File: src/rtl/mem_port_arbiter_if.sv
// Bus bundle between the fetch/load-store requesters, the arbiter
// and the unified RAM. slave = arbiter view, master = environment view.
interface mem_port_arbiter_if #(
  parameter int ADDR_W = 32,
  parameter int DATA_W = 32
);
  logic              if_req;
  logic [ADDR_W-1:0] if_addr;
  logic              if_ack;
  logic [DATA_W-1:0] if_rdata;

  logic              d_req;
  logic              d_we;
  logic [1:0]        d_w_op;
  logic [ADDR_W-1:0] d_addr;
  logic [DATA_W-1:0] d_wdata;
  logic              d_ack;
  logic [DATA_W-1:0] d_rdata;

  logic              mem_en;
  logic              mem_we;
  logic [1:0]        mem_w_op;
  logic [ADDR_W-1:0] mem_addr;
  logic [DATA_W-1:0] mem_wdata;
  logic [DATA_W-1:0] mem_rdata;
  logic              busy;

  modport slave (
    input  if_req, if_addr,
    output if_ack, if_rdata,
    input  d_req, d_we, d_w_op, d_addr, d_wdata,
    output d_ack, d_rdata,
    output mem_en, mem_we, mem_w_op, mem_addr, mem_wdata,
    input  mem_rdata,
    output busy
  );

  modport master (
    output if_req, if_addr,
    input  if_ack, if_rdata,
    output d_req, d_we, d_w_op, d_addr, d_wdata,
    input  d_ack, d_rdata,
    input  mem_en, mem_we, mem_w_op, mem_addr, mem_wdata,
    output mem_rdata,
    input  busy
  );
endinterface

File: src/rtl/mem_port_arbiter.sv
// Shares one fixed-latency memory port between fetch (I) and load/store (D).
// Define ARB_RR_EN for round-robin arbitration; default is D-over-I priority.
module mem_port_arbiter #(
  parameter int ADDR_W  = 32,
  parameter int DATA_W  = 32,
  parameter int MEM_LAT = 2
) (
  input  logic clk,
  input  logic rst,
  mem_port_arbiter_if.slave bus
);

  localparam logic [1:0] W_W    = 2'b10;
  localparam logic [3:0] LAT_M1 = 4'(MEM_LAT - 1);

`ifdef ARB_RR_EN
  localparam bit RR = 1'b1;
`else
  localparam bit RR = 1'b0;
`endif

  typedef enum logic [1:0] {
    IDLE = 2'd0,
    BUSY = 2'd1,
    RESP = 2'd2
  } state_e;

  state_e            state_q, state_d;
  logic [3:0]        cnt_q, cnt_d;
  logic              gnt_q;
  logic              we_q;
  logic [1:0]        wop_q;
  logic [ADDR_W-1:0] addr_q;
  logic [DATA_W-1:0] wdata_q;
  logic [DATA_W-1:0] if_rdata_q;
  logic [DATA_W-1:0] d_rdata_q;

  logic grant;
  logic pick_d;
  logic last_beat;

  assign grant = (state_q == IDLE) &&
                 (bus.if_req || bus.d_req);

  // gnt_q doubles as last_gnt: 1 = D side won most recently
  assign pick_d = bus.d_req &&
                  (!bus.if_req || !RR || !gnt_q);

  assign last_beat = (state_q == BUSY) &&
                     (cnt_q == 4'd0);

  always_ff @(posedge clk or posedge rst) begin
    if (rst) begin
      state_q <= IDLE;
      cnt_q   <= 4'd0;
    end else begin
      state_q <= state_d;
      cnt_q   <= cnt_d;
    end
  end

  always_comb begin
    state_d = state_q;
    cnt_d   = cnt_q;
    unique case (state_q)
      IDLE: begin
        if (grant) begin
          state_d = BUSY;
          cnt_d   = LAT_M1;
        end
      end
      BUSY: begin
        if (cnt_q == 4'd0) state_d = RESP;
        else cnt_d = cnt_q - 4'd1;
      end
      RESP:    state_d = IDLE;
      default: state_d = IDLE;
    endcase
  end

  always_comb begin
    bus.mem_en = 1'b0;
    bus.mem_we = 1'b0;
    bus.if_ack = 1'b0;
    bus.d_ack  = 1'b0;
    unique case (state_q)
      BUSY: begin
        bus.mem_en = 1'b1;
        bus.mem_we = we_q && (cnt_q == LAT_M1);
      end
      RESP: begin
        bus.if_ack = !gnt_q;
        bus.d_ack  = gnt_q;
      end
      default: ;
    endcase
  end

  always_ff @(posedge clk or posedge rst) begin
    if (rst) begin
      gnt_q      <= 1'b0;
      we_q       <= 1'b0;
      wop_q      <= 2'b00;
      addr_q     <= '0;
      wdata_q    <= '0;
      if_rdata_q <= '0;
      d_rdata_q  <= '0;
    end else begin
      if (grant) begin
        gnt_q   <= pick_d;
        we_q    <= pick_d && bus.d_we;
        wop_q   <= pick_d ? bus.d_w_op : W_W;
        addr_q  <= pick_d ? bus.d_addr : bus.if_addr;
        wdata_q <= pick_d ? bus.d_wdata : '0;
      end
      if (last_beat) begin
        if (gnt_q)
          d_rdata_q <= we_q ? '0 : bus.mem_rdata;
        else
          if_rdata_q <= bus.mem_rdata;
      end
    end
  end

  assign bus.mem_w_op  = wop_q;
  assign bus.mem_addr  = addr_q;
  assign bus.mem_wdata = wdata_q;
  assign bus.if_rdata  = if_rdata_q;
  assign bus.d_rdata   = d_rdata_q;
  assign bus.busy      = (state_q != IDLE);

endmodule
File: src/flat_wrapper.sv
// flat-port wrapper written by rule: the top's interface ports become plain ports
module mem_port_arbiter_flat 
#(
  parameter int ADDR_W  = 32,
  parameter int DATA_W  = 32,
  parameter int MEM_LAT = 2
)
  (clk, rst, bus_if_req, bus_if_addr, bus_if_ack, bus_if_rdata, bus_d_req, bus_d_we, bus_d_w_op, bus_d_addr, bus_d_wdata, bus_d_ack, bus_d_rdata, bus_mem_en, bus_mem_we, bus_mem_w_op, bus_mem_addr, bus_mem_wdata, bus_mem_rdata, bus_busy);
  mem_port_arbiter_if #(.ADDR_W(ADDR_W), .DATA_W(DATA_W)) bus_i ();
  input  logic clk;
  input  logic rst;
  input wire logic [$bits(bus_i.if_req)-1:0] bus_if_req;
  input wire logic [$bits(bus_i.if_addr)-1:0] bus_if_addr;
  output wire logic [$bits(bus_i.if_ack)-1:0] bus_if_ack;
  output wire logic [$bits(bus_i.if_rdata)-1:0] bus_if_rdata;
  input wire logic [$bits(bus_i.d_req)-1:0] bus_d_req;
  input wire logic [$bits(bus_i.d_we)-1:0] bus_d_we;
  input wire logic [$bits(bus_i.d_w_op)-1:0] bus_d_w_op;
  input wire logic [$bits(bus_i.d_addr)-1:0] bus_d_addr;
  input wire logic [$bits(bus_i.d_wdata)-1:0] bus_d_wdata;
  output wire logic [$bits(bus_i.d_ack)-1:0] bus_d_ack;
  output wire logic [$bits(bus_i.d_rdata)-1:0] bus_d_rdata;
  output wire logic [$bits(bus_i.mem_en)-1:0] bus_mem_en;
  output wire logic [$bits(bus_i.mem_we)-1:0] bus_mem_we;
  output wire logic [$bits(bus_i.mem_w_op)-1:0] bus_mem_w_op;
  output wire logic [$bits(bus_i.mem_addr)-1:0] bus_mem_addr;
  output wire logic [$bits(bus_i.mem_wdata)-1:0] bus_mem_wdata;
  input wire logic [$bits(bus_i.mem_rdata)-1:0] bus_mem_rdata;
  output wire logic [$bits(bus_i.busy)-1:0] bus_busy;
  assign bus_i.if_req = bus_if_req;
  assign bus_i.if_addr = bus_if_addr;
  assign bus_if_ack = bus_i.if_ack;
  assign bus_if_rdata = bus_i.if_rdata;
  assign bus_i.d_req = bus_d_req;
  assign bus_i.d_we = bus_d_we;
  assign bus_i.d_w_op = bus_d_w_op;
  assign bus_i.d_addr = bus_d_addr;
  assign bus_i.d_wdata = bus_d_wdata;
  assign bus_d_ack = bus_i.d_ack;
  assign bus_d_rdata = bus_i.d_rdata;
  assign bus_mem_en = bus_i.mem_en;
  assign bus_mem_we = bus_i.mem_we;
  assign bus_mem_w_op = bus_i.mem_w_op;
  assign bus_mem_addr = bus_i.mem_addr;
  assign bus_mem_wdata = bus_i.mem_wdata;
  assign bus_i.mem_rdata = bus_mem_rdata;
  assign bus_busy = bus_i.busy;
  mem_port_arbiter #(.ADDR_W(ADDR_W), .DATA_W(DATA_W), .MEM_LAT(MEM_LAT)) u_core (.clk(clk), .rst(rst), .bus(bus_i));
endmodule
File: config.mk
export PLATFORM = sky130hd
export DESIGN_NAME = mem_port_arbiter_flat
export DESIGN_NICKNAME = d
export VERILOG_FILES = /design/src/rtl/mem_port_arbiter_if.sv /design/src/rtl/mem_port_arbiter.sv /design/src/flat_wrapper.sv
export SDC_FILE = /design/constraint.sdc
export NUM_CORES = 1
export LEC_CHECK = 0
export BUFFER_PORTS_ARGS = -buffer_cell sky130_fd_sc_hd__buf_2
export CORE_ASPECT_RATIO = 2
export CORE_MARGIN = 2
export CORE_UTILIZATION = 47
export CTS_BUF_LIST = sky130_fd_sc_hd__clkbuf_2
export DETAILED_ROUTE_END_ITERATION = 10
export PLACE_DENSITY = 0.81
export SYNTH_ARGS = -nofsm -noshare
export SYNTH_HDL_FRONTEND = slang
export SYNTH_SLANG_ARGS = --single-unit
File: constraint.sdc
create_clock -name clk -period 6.6 [get_ports clk]
set_input_delay 0.33 -clock clk [delete_from_list [all_inputs] [get_ports clk]]
set_output_delay 0.33 -clock clk [all_outputs]
set_load 0.02 [all_outputs]
-- Yosys cells after proc, flatten, opt, wreduce, memory -nomap -nowiden
Index checks and enable logic that the tools add are counted.
- register bits after elaboration: 138
- output and inout bits: 135
- add/sub/neg operators: 1
- eq/ne operators: 6
- muxes and demuxes: 14
- bitwise gates (word level): 1
- reduce and logical (&&, ||, !) cells: 14
- operators by type and width (operator ; number):
    two-way mux 32 bit ; 3
    two-way mux 4 bit ; 2
    case mux 4 bit (2 select lines) ; 1
    two-way mux 2 bit ; 3
    AND reduction 2 bit ; 3
    == test 4 x 1 -> 1 bit, second input constant ; 1
    logical AND 1 bit ; 4
    logical NOT 4 bit ; 1
    two-way mux 1 bit ; 4
    != test 2 bit, second input constant ; 2
    case mux 2 bit (2 select lines) ; 1
    nonzero test 2 bit ; 2
    subtractor 4 x 1 -> 4 bit, second input constant ; 1
    AND reduction 3 bit ; 1
    == test 2 x 1 -> 1 bit, second input constant ; 1
    == test 2 bit, second input constant ; 1
    logical NOT 2 bit ; 1
    != test 2 x 1 -> 1 bit, second input constant ; 1
    logical NOT 1 bit ; 1
    logical OR 1 bit ; 1
    NOT 1 bit ; 1

-- Longest topological paths before layout
Gate-level depths: netlist of the first run.
- word-level depth: 4
- depth in mapped cells: 6

-- Least setup slack after synthesis of the first run
OpenSTA, ideal clock, no wires.
- path kind: register to register
- start: register u_core.state_q[1]
- end: register u_core.d_rdata_q[19] (netlist: u_core.bus.d_rdata[19])
- library setup time: 0.125 ns
- arrival time: 1.503 ns
- required time: 6.475 ns
- slack: 4.972 ns
- cell stages (with the launch flop): 6
- buffers on the path: 2
- cells stage by stage: dfrtp_1 > nor4b_4 > and3_1 > buf_4 > buf_6 > mux2_2
- cells in the longest elaborated chain, start to end: 3
- ends and longest elaborated chain (item ; RTL line ; RTL):
    from (decl) ; mem_port_arbiter.sv:28 ; state_e state_q, state_d;
    from (signal assigned) ; mem_port_arbiter.sv:57 ; state_q <= state_d;
    == test 2 x 1 -> 1 bit ; mem_port_arbiter.sv:49 ; assign last_beat = (state_q == BUSY) &&
    logical AND 1 bit ; mem_port_arbiter.sv:49 ;
    AND reduction 2 bit (no source line) ; -- ;
    to (signal assigned) ; mem_port_arbiter.sv:118 ; d_rdata_q <= we_q ? '0 : bus.mem_rdata;
    to (decl) ; mem_port_arbiter.sv:36 ; logic [DATA_W-1:0] d_rdata_q;
Every way passes these cells.
A chain may end at the register's enable or synchronous reset.

-- Worst setup path after layout of the first run
- start: register u_core.we_q
- end: output bus_mem_we
- cells in the longest elaborated chain, start to end: 2
- ends and longest elaborated chain (item ; RTL line ; RTL):
    from (decl) ; mem_port_arbiter.sv:31 ; logic we_q;
    from (signal assigned) ; mem_port_arbiter.sv:111 ; we_q <= pick_d && bus.d_we;
    logical AND 1 bit ; mem_port_arbiter.sv:89 ; bus.mem_we = we_q && (cnt_q == LAT_M1);
    two-way mux 1 bit ; mem_port_arbiter.sv:86 ; unique case (state_q)
    to (decl) ; flat_wrapper.sv:24 ; output wire logic [$bits(bus_i.mem_we)-1:0] bus_mem_we;
Every way passes these cells.

==> results of run 1 <==
[final cells by class]
| class | count | area, sq um |
|---|---|---|
| Fill cell | 775 | 3330 |
| Clock buffer | 18 | 90.1 |
| Multi-Input combinational cell | 257 | 2120 |
| Sequential cell | 138 | 3450 |
| Timing Repair Buffer | 405 | 2700 |
| Clock inverter | 14 | 148 |
| Antenna cell | 1 | 2.50 |
| Tap cell | 147 | 184 |
| Inverter | 6 | 27.5 |
[power by group through the flow]
stage,registers [uW],clock network [uW],logic (uW)
after floorplan,1900,0,701
after global placement,1470,0,1660
after detailed placement,1490,0,1730
after CTS,1470,507,1800
after global routing,1540,546,1960
final,1490,501,1840
[synthesized netlist by cell type]
| library cell | n |
|---|---|
| buf_4 | 1 |
| a21o_1 | 1 |
| nor4_1 | 1 |
| or2_2 | 1 |
| a22o_1 | 34 |
| nor3b_1 | 1 |
| nand4_1 | 1 |
| nand2_1 | 1 |
| buf_2 | 12 |
| nor4b_4 | 1 |
| a21oi_1 | 1 |
| mux2_1 | 1 |
| a32o_1 | 2 |
| and3b_1 | 1 |
| o21ai_1 | 4 |
| nor2_1 | 4 |
| mux2i_1 | 33 |
| inv_2 | 1 |
| and2_1 | 2 |
| a2bb2oi_1 | 1 |
| nor2b_1 | 33 |
| clkbuf_1 | 15 |
| inv_1 | 5 |
| a21boi_2 | 1 |
| dfrtp_1 | 138 |
| ha_1 | 3 |
| and3_1 | 2 |
| buf_6 | 3 |
| nand3b_2 | 1 |
| mux2_2 | 64 |
| o21ai_0 | 63 |
[logic make-up (layout without fill, tap and decap cells)]
kind of cell / count (synthesis) / count (layout) / synth area share [%]
AOI/OAI and AO/OA: 107 / 107 / 11.9
adders and majority gates: 3 / 3 / 0.654
buffers and inverters: 37 / 443 / 3.14
DFF: 138 / 138 / 60.2
muxes: 98 / 98 / 18.5
other: 0 / 1 / 0
and+or+nand+nor: 49 / 49 / 5.58
[registers in the layout, summed over array words and instances (netlist names)]
signal	cells
u_core.bus.d_rdata	32
u_core.bus.if_rdata	32
u_core.bus.mem_addr	32
u_core.bus.mem_w_op	2
u_core.bus.mem_wdata	32
u_core.cnt_q	4
u_core.gnt_q	1
u_core.state_q	2
u_core.we_q	1
[final timing paths]
path	start	end	slack [ns]	cells past startpoint
max	u_core.we_q	bus_mem_we	3.98	2
min	rst	u_core.bus.if_rdata[13]	0.25	3
min reg2reg	u_core.bus.d_rdata[23]	u_core.bus.d_rdata[23]	0.52	1
min in group clk	bus_d_w_op[0]	u_core.bus.mem_w_op[0]	0.39	3
max reg2reg	u_core.state_q[1]	u_core.bus.mem_wdata[21]	4.33	3
max in group asynchronous	rst	u_core.bus.mem_wdata[25]	5.00	4
[critical path, delay by kind of cell, from the launching register on]
family	cells	cell delay [ns]
buffers and inverters	1	0.18
DFF	1	1.19
and+or+nand+nor	1	0.28
[placed cells by master, fill, tap and decap left out, types with 3 or more instances in the layout]
cell             n
buf_2          269
dfrtp_1        138
dlygate4sd3_1  133
mux2_2          64
o21ai_0         63
a22o_1          34
mux2i_1         33
nor2b_1         33
clkbuf_2        18
clkinvlp_4       5
inv_1            4
nor2_1           3
o21ai_1          3
inv_6            3
ha_1             3
clkinv_2         3
buf_4            3
[layer usage]
layer / vias up / GRT usage, % / share of wire, %
li1: 2333 / - / -
met1: 2617 / 31.1 / 34
met2: 345 / 50.4 / 53
met3: 61 / 7.46 / 8.5
met4: 0 / 12.7 / 3.8
met5: - / 0 / 0
[per-stage QoR]
step	instances	hold WS [ns]	instance area (sq um)	setup WS, ns	util [%]
after global routing	986	0.247	8720	3.78	72.4
after global placement	820	0.461	7150	4.16	59.3
after floorplan	432	0.453	5740	2.57	-
final	986	0.247	8720	3.98	72.4
after detailed placement	820	0.474	7150	4.06	59.3
after CTS	985	0.241	8720	3.86	72.4
[what timing repair did]
action / 4_1_cts / 5_1_grt
hold buffers: 133 / 0
endpoints found under the hold margin: 201 / 0
endpoints found under the setup margin: 0 / 0
==> impl_metrics.py, run 1 <==
metrics = {
    "yosys": {
        "yosys.area.top_type": "dfrtp_1",
        "ys_seq_elements": 138,
        "yosysTopAreaCellShare_pct": 60.2,
        "ys_top_cells_by_area": "dfrtp_1 60%, mux2_2 13%, mux2i_1 5.8%",
        "synth.avg_cell_area_sq_um": 13.3,
        "synth_warnings": 0,
        "synthesis.nets": 570,
        "synth.distinct_cells": 31,
        "syn_inst": 432,
        "synth.cell_area_sq_um": 5740,
        "ys_seq_area_share_pct": 60.2,
    },
    "cts": {
        "cts_num_sinks": 138,
        "cts_resized": 0,
        "cts-buffers-inserted": 17,
        "cts_max_level": 4,
        "root_buffer": "clkbuf_2",
        "clkSlewWorstSetupHoldPaths_ns": 0.24,
        "clk_latency_ns": 0.69,
        "clockBufferDepth": 2,
        "cts_tree": "yes",
        "cts_setup_buffers": 0,
    },
    "sta": {
        "fin_skew_ns": 0.0616,
        "finalHoldViolations": 0,
        "report.final.slew_viol_count": 0,
        "tightest_slew_ns": 1.31,
        "finalSetupViolCount": 0,
        "final.period_utilization_pct": 39.7,
        "tns_ns": 0,
        "finalCriticalPeriod_ns": 2.62,
        "grt_setup_unrepaired": "false",
        "fmaxAchievable_mhz": 382,
        "relSlewSlack_pct": 12.8,
    },
    "setup_path": {
        "cp.required_ns": 6.27,
        "critical_path.max_stage_delay_ns": 1.19,
        "critPathKind": "flip-flop to output pin",
        "startpoint_type": "flip-flop",
        "endpoint_kind": "output pin",
        "crit_chain": "and3_1, buf_2",
        "slowest_stage": "dfrtp_1",
        "cp_max_fo": 34,
        "arrival_ns": 2.29,
    },
    "placed_design": {
        "routabilityCongestion": 0.835,
        "place_hpwl_microns": 10800,
        "io_buffers": 269,
    },
    "power": {
        "p_sw_uw": 1680,
        "clkPwrFrac_pct": 13.1,
        "p_leak_uw": 0.00441,
        "p_per_area_nw_per_um2": 439,
        "seqPwrFrac_pct": 38.9,
        "peakVddDrop_uv": 318,
        "netSwitchingFraction_pct": 43.9,
        "p_total_uw": 3830,
        "intPower_uw": 2150,
        "combPwrFrac_pct": 48.0,
    },
    "flow_run": {
        "maxCapViolCount": 0,
    },
    "die": {
        "start_util_pct": 47.6,
        "design.die.area_sq_um": 13200,
        "die_width_microns": 82.1,
        "die_y_microns": 160,
        "num_rows": 57,
        "core_area_sq_um": 12100,
        "io_pins": 270,
    },
    "layout": {
        "drive_above_1_share_pct": 44.9,
        "nets": 963,
        "area_growth_pct": 52.0,
    },
    "global_route": {
        "grt_pass1_vias": 5769,
        "antenna_found_initial": 1,
        "grt_pass1_wl_microns": 28700,
        "grtUsageTotal_pct": 28.6,
        "grt_max_degree": 74,
        "grt.overflow.total": 0,
    },
    "drt": {
        "wl_per_cell_microns": 19.0,
        "via_count": 5356,
        "drc": 0,
        "via_per_inst": 5.43,
        "ant_nets": 0,
        "drt-initial-drc-count": 267,
        "drtPass1Iterations": 6,
        "wl_microns": 18700,
    },
    "min_path": {
        "hold_path.class": "primary input to async pin",
    },
    "outcome": {
        "status": "finished clean",
    },
}
Note: power is estimated with default switching activity, not from simulation.
==> inputs of run 2 (changes only) <==
- ABC_AREA: unset -> 1
- CORE_UTILIZATION: 47 -> 44
- PLACE_DENSITY: 0.81 -> 0.78
- clock period: 6.6 -> 2.4 ns (I/O delays scaled with it)
==> impl_metrics.py, run 2 <==
metrics = {
    "cts": {
        "root_buffer": "clkbuf_2",
        "cts_num_sinks": 138,
        "cts_resized": 0,
        "clk_latency_ns": 0.68,
        "cts_tree": "yes",
        "clkSlewWorstSetupHoldPaths_ns": 0.25,
        "cts-buffers-inserted": 17,
        "cts_max_level": 4,
        "clockBufferDepth": 2,
    },
    "global_route": {
        "grt_pass1_wl_microns": 34100,
        "grt.overflow.total": 0,
        "grtUsageTotal_pct": 29.0,
        "antenna_found_initial": 2,
        "grt_pass1_vias": 7232,
        "grt_max_degree": 100,
    },
    "sta": {
        "fmaxAchievable_mhz": 486,
        "tightest_slew_ns": 0.728,
        "final.period_utilization_pct": 85.7,
        "tns_ns": 0,
        "report.final.slew_viol_count": 0,
        "fin_skew_ns": 0.0515,
        "finalSetupViolCount": 0,
        "finalCriticalPeriod_ns": 2.06,
        "relSlewSlack_pct": 51.4,
        "holdWs_ns": 0.0752,
        "grt_setup_unrepaired": "false",
        "finalHoldViolations": 0,
    },
    "yosys": {
        "synth_warnings": 0,
        "synth-main-ff-cell": "dfrtp_1",
        "synth_edf_count": 0,
        "syn_inst": 788,
        "yosys.area.top_type": "dfrtp_1",
        "ys_top_cells_by_area": "dfrtp_1 56%, nand2_1 21%, nand3_1 8.5%",
        "synthesis.nets": 926,
        "synth.avg_cell_area_sq_um": 7.83,
        "synth.distinct_cells": 19,
        "ys_seq_elements": 138,
        "synth.most_common_cell": "nand2_1",
        "async_reset_ff_share_pct": 100,
        "synth.cell_area_sq_um": 6170,
        "yosysTopAreaCellShare_pct": 56.0,
        "ys_seq_area_share_pct": 56.0,
        "synth_common_cells": "339 x nand2_1, 138 x dfrtp_1, 105 x nand3_1, 72 x inv_1, 38 x nor2_1",
    },
    "die": {
        "start_util_pct": 44.6,
        "die_width_microns": 87.7,
        "num_rows": 61,
        "die_y_microns": 171,
        "io_pins": 270,
        "core_area_sq_um": 13800,
        "design.die.area_sq_um": 15000,
    },
    "drt": {
        "drc": 0,
        "drtPass1Iterations": 5,
        "ant_nets": 0,
        "via_count": 6959,
        "via_per_inst": 4.94,
        "wl_per_cell_microns": 15.3,
        "wl_microns": 21600,
        "drt-initial-drc-count": 397,
    },
    "power": {
        "p_per_area_nw_per_um2": 1160,
        "peakVddDrop_uv": 747,
        "netSwitchingFraction_pct": 48.8,
        "p_leak_uw": 0.00543,
        "p_total_uw": 11100,
        "p_sw_uw": 5420,
        "combPwrFrac_pct": 51.5,
        "seqPwrFrac_pct": 36.6,
        "clkPwrFrac_pct": 11.8,
        "intPower_uw": 5690,
    },
    "setup_path": {
        "critical_path.max_stage_delay_ns": 0.49,
        "endpoint_kind": "output pin",
        "cp.required_ns": 2.28,
        "critical_path.top_delay_family": "buffers and inverters",
        "arrival_ns": 1.94,
        "crit_chain": "nor2_4, buf_4, inv_1, buf_2",
        "cp_max_fo": 36,
        "startpoint_type": "flip-flop",
        "cp.buffers_inverters": 3,
        "slowest_stage": "dfrtp_1",
        "critPathKind": "flip-flop to output pin",
    },
    "flow_run": {
        "maxCapViolCount": 0,
    },
    "min_path": {
        "hold_path.class": "primary input to flip-flop",
    },
    "placed_design": {
        "place_hpwl_microns": 12000,
        "io_buffers": 269,
        "routabilityCongestion": 0.826,
    },
    "layout": {
        "area_growth_pct": 55.0,
        "drive_above_1_share_pct": 26.3,
        "final_util_pct": 69.2,
        "layout_commonest_cell": "nand2_1",
        "nets": 1344,
        "layout_common_cells": "339 x nand2_1, 269 x buf_2, 166 x dlygate4sd3_1",
    },
    "outcome": {
        "status": "finished clean",
    },
}
==> run 2: cell count changes in the layout (fill, tap and decap cells not counted), moves of 30 or more <==
cell,delta
mux2_2,-64
inv_1,+67
dlygate4sd3_1,+33
a22o_1,-34
nand3_1,+105
mux2i_1,-33
nand2_1,+338
nor2b_1,-33
o21ai_0,-30
nor2_1,+34
==> run 2: final timing paths <==
path	startpoint	cells past startpoint	slack [ns]	endpoint
min	bus_if_req	5	0.08	u_core.bus.mem_addr[5]
min in group asynchronous	rst	4	0.60	u_core.bus.if_rdata[20]
max reg2reg	u_core.state_q[0]	5	0.52	u_core.bus.mem_wdata[11]
min reg2reg	u_core.bus.mem_wdata[0]	2	0.50	u_core.bus.mem_wdata[0]
max in group asynchronous	rst	5	1.04	u_core.bus.mem_wdata[31]
max	u_core.state_q[0]	4	0.34	bus_busy
==> run 2: area by class of cell <==
| cell class | instances | area, sq um |
|---|---|---|
| clock inverters | 14 | 124 |
| multi-input cells | 527 | 2220 |
| diodes | 1 | 2.50 |
| clock buffers | 18 | 90.1 |
| flip-flops and latches | 138 | 3450 |
| fillers | 1047 | 4250 |
| inverters | 75 | 285 |
| repair buffers | 447 | 3150 |
| well taps | 189 | 236 |
==> run 2: logic make-up (layout without fill, tap and decap cells) <==
family | Yosys count | count (layout) | synth area share (%)
compound gates | 34 | 34 | 2.82
xor+xnor | 1 | 1 | 0.142
fa+ha+maj | 3 | 3 | 0.609
buf+inv | 123 | 554 | 8.22
flops | 138 | 138 | 56.0
other cells | 0 | 1 | 0
simple gates | 489 | 489 | 32.2
==> run 2: worst min-delay path: stages <==
cell	delay (ns)
buf_2	0.11
o21ai_4	0.12
inv_2	0.21
nand2_1	0.13
nand2_1	0.04
==> run 2: what timing repair did <==
| item | 4_1_cts | 5_1_grt |
|---|---|---|
| setup buffers | 0 | 0 |
| hold endpoints to repair | 269 | 0 |
| hold buffers | 166 | 0 |
==> run 2: through the flow <==
stage / worst slack, ns / instance area, sq um / cells
after floorplan: 0.559 / 6170 / 788
after global placement: 0.879 / 7680 / 1210
after detailed placement: 0.853 / 7680 / 1210
after CTS: 0.267 / 9560 / 1408
after global routing: 0.146 / 9560 / 1409
final: 0.344 / 9560 / 1409
==> run 2: per-layer routing <==
metal	part of all wire, %	GRT usage [%]	vias to the layer above
li1	-	-	3245
met1	35	31.5	3273
met2	54	51.6	348
met3	5.7	5.04	91
met4	5.2	16.8	2
met5	0.060	0	-
==> run 2: power by group through the flow <==
stage	clock [uW]	combinational (uW)	sequential, uW
5_1_grt	1450	6250	4160
3_5_place_dp	0	5300	4050
3_3_place_gp	0	5170	4050
2_1_floorplan	0	2180	5280
4_1_cts	1330	5600	4010
6_report	1310	5720	4070
==> inputs of run 3 (changes only) <==
- CTS_CLUSTER_SIZE: unset -> 28
- GPL_TIMING_DRIVEN: unset -> 0
==> impl_metrics.py, run 3 (synthesized netlist as in run 2, its figures left out) <==
metrics = {
    "outcome": {
        "status": "finished clean",
    },
    "power": {
        "p_leak_uw": 0.00569,
        "peakVddDrop_uv": 638,
        "p_per_area_nw_per_um2": 1210,
    },
    "drt": {
        "via_count": 7326,
        "drt-initial-drc-count": 367,
        "drtPass1Iterations": 8,
        "wl_microns": 23200,
        "via_per_inst": 5.01,
        "drc": 0,
        "wl_per_cell_microns": 15.9,
        "ant_nets": 0,
    },
    "sta": {
        "relSlewSlack_pct": 64.5,
        "fmaxAchievable_mhz": 453,
        "grt_setup_unrepaired": "false",
        "finalCriticalPeriod_ns": 2.21,
        "tns_ns": 0,
        "fin_ws_ns": 0.191,
        "report.final.slew_viol_count": 0,
        "fin_skew_ns": 0.0440,
        "finalHoldViolations": 0,
        "finalSetupViolCount": 0,
        "tightest_slew_ns": 0.533,
        "final.period_utilization_pct": 92.1,
    },
    "setup_path": {
        "crit_top_cell": "nand2_1",
        "critical_path.max_stage_delay_ns": 0.56,
        "critical_path.top_delay_family": "buffers and inverters",
        "crit_chain": "nor2_4, o21ai_2, inv_2, buf_2, nand2_1, nand2_1, dlygate4sd3_1",
        "endpoint_kind": "flip-flop",
        "cp_max_fo": 10,
        "critPathKind": "flip-flop to flip-flop",
        "arrival_ns": 2.84,
        "r2r_start": "u_core.state_q[0]",
        "startpoint_type": "flip-flop",
        "r2r_setup_slack_ns": 0.19,
        "r2r_end": "u_core.bus.mem_addr[13]",
        "rr_worst_depth": 7,
        "cp.buffers_inverters": 3,
        "slowest_stage": "dlygate4sd3_1",
        "cp.required_ns": 3.03,
        "startpoint": "u_core.state_q[0]",
    },
    "min_path": {
        "whs_endpoint": "u_core.cnt_q[3]",
        "hold_depth": 4,
        "hp-start": "bus_d_req",
        "hold_path.class": "primary input to flip-flop",
    },
    "placed_design": {
        "io_buffers": 268,
        "place_hpwl_microns": 13900,
        "dp_slack_ns": 0.779,
        "routabilityCongestion": 0.852,
    },
    "cts": {
        "clockBufferDepth": 2,
        "root_buffer": "clkbuf_2",
        "clkSlewWorstSetupHoldPaths_ns": 0.21,
        "cts_max_level": 4,
        "cts_num_sinks": 138,
        "cts-buffers-inserted": 17,
        "cts_setup_buffers": 0,
        "clk_latency_ns": 0.71,
        "cts_tree": "yes",
    },
    "layout": {
        "n_fill_cell": 961,
        "area_growth_pct": 60.8,
        "layout_common_cells": "339 x nand2_1, 287 x buf_2, 180 x dlygate4sd3_1",
        "layout_commonest_cell": "nand2_1",
        "drive_above_1_share_pct": 26.5,
        "nets": 1395,
    },
    "global_route": {
        "antenna_found_initial": 1,
        "grtUsageTotal_pct": 31.5,
        "grt.overflow.total": 0,
        "grt_pass1_wl_microns": 36800,
        "grt_pass1_vias": 7689,
        "grt_max_degree": 44,
    },
    "die": {
        "io_pins": 270,
        "die_y_microns": 171,
        "core_area_sq_um": 13800,
        "design.die.area_sq_um": 15000,
        "die_width_microns": 87.7,
        "start_util_pct": 44.6,
        "num_rows": 61,
    },
    "flow_run": {
        "maxCapViolCount": 0,
    },
}
run 3: changes by cell type in the layout (fill, tap and decap cells not counted), sizes merged:
cell	previous run	this run
buf	281	299
clkbuf	18	36
dlygate4sd3	166	180
bufinv	1	4
clkinv	8	5
diode	1	3
inv	76	78
clkinvlp	4	3
run 3: per-layer routing:
| metal | part of all wire (%) | global-route usage, % | routed length (microns) |
|---|---|---|---|
| met1 | 34 | 32.3 | 7830 |
| met2 | 53 | 55.5 | 12200 |
| met3 | 6.1 | 6.77 | 1410 |
| met4 | 7.5 | 21.3 | 1740 |
| met5 | 0 | 0 | 0 |
run 3: power by group:
group	switching, uW	total, uW	internal (uW)
Sequential	670	4080	3410
Clock	964	1670	709
Combinational	4010	6290	2290
Total	5640	12000	6400
run 3: timing repair:
action / 4_1_cts / 5_1_grt
hold buffers: 180 / 0
gates cloned: 0 / 0
endpoints found under the hold margin: 231 / 0
setup endpoints to repair: 1 / 3
resized for setup: 1 / 6
run 3: worst max-delay path by stage:
stage          cells after the start  slack [ns]                 endpoint
2_1_floorplan                      1        0.56    u_core.bus.d_rdata[0]
3_3_place_gp                       2       -0.35  u_core.bus.mem_wdata[6]
3_5_place_dp                       8        0.78  u_core.bus.if_rdata[16]
4_1_cts                            5        0.02                bus_d_ack
5_1_grt                            5        0.03                bus_d_ack
6_report                           7        0.19  u_core.bus.mem_addr[13]
run 3: metrics by stage:
stage	instances	hold slack (ns)	util [%]	total power [uW]	area [sq um]
after CTS	1460	0.00131	71.7	11800	9910
final	1462	0.0772	71.8	12000	9920
after global placement	1245	0.351	56.1	9320	7750
after floorplan	788	0.258	-	7470	6170
after detailed placement	1248	0.192	56.5	9470	7810
after global routing	1460	0.0362	71.8	12800	9910
run 3: area by class of cell:
class | instances | area, sq um | area share [%]
inverter | 75 | 289 | 2.91
sequential | 138 | 3450 | 34.8
multi-input combinational | 527 | 2210 | 22.3
clock inverter | 15 | 213 | 2.14
buffer | 47 | 225 | 2.27
clock buffer | 17 | 85.1 | 0.858
tap | 189 | 236 | 2.38
antenna | 3 | 7.51 | 0.0757
timing repair buffer | 451 | 3200 | 32.3
run 3: worst min-delay path: stages:
cell	delay, ns
buf_2	0.24
o21ai_2	0.21
nand3_1	0.12
nand2_1	0.05
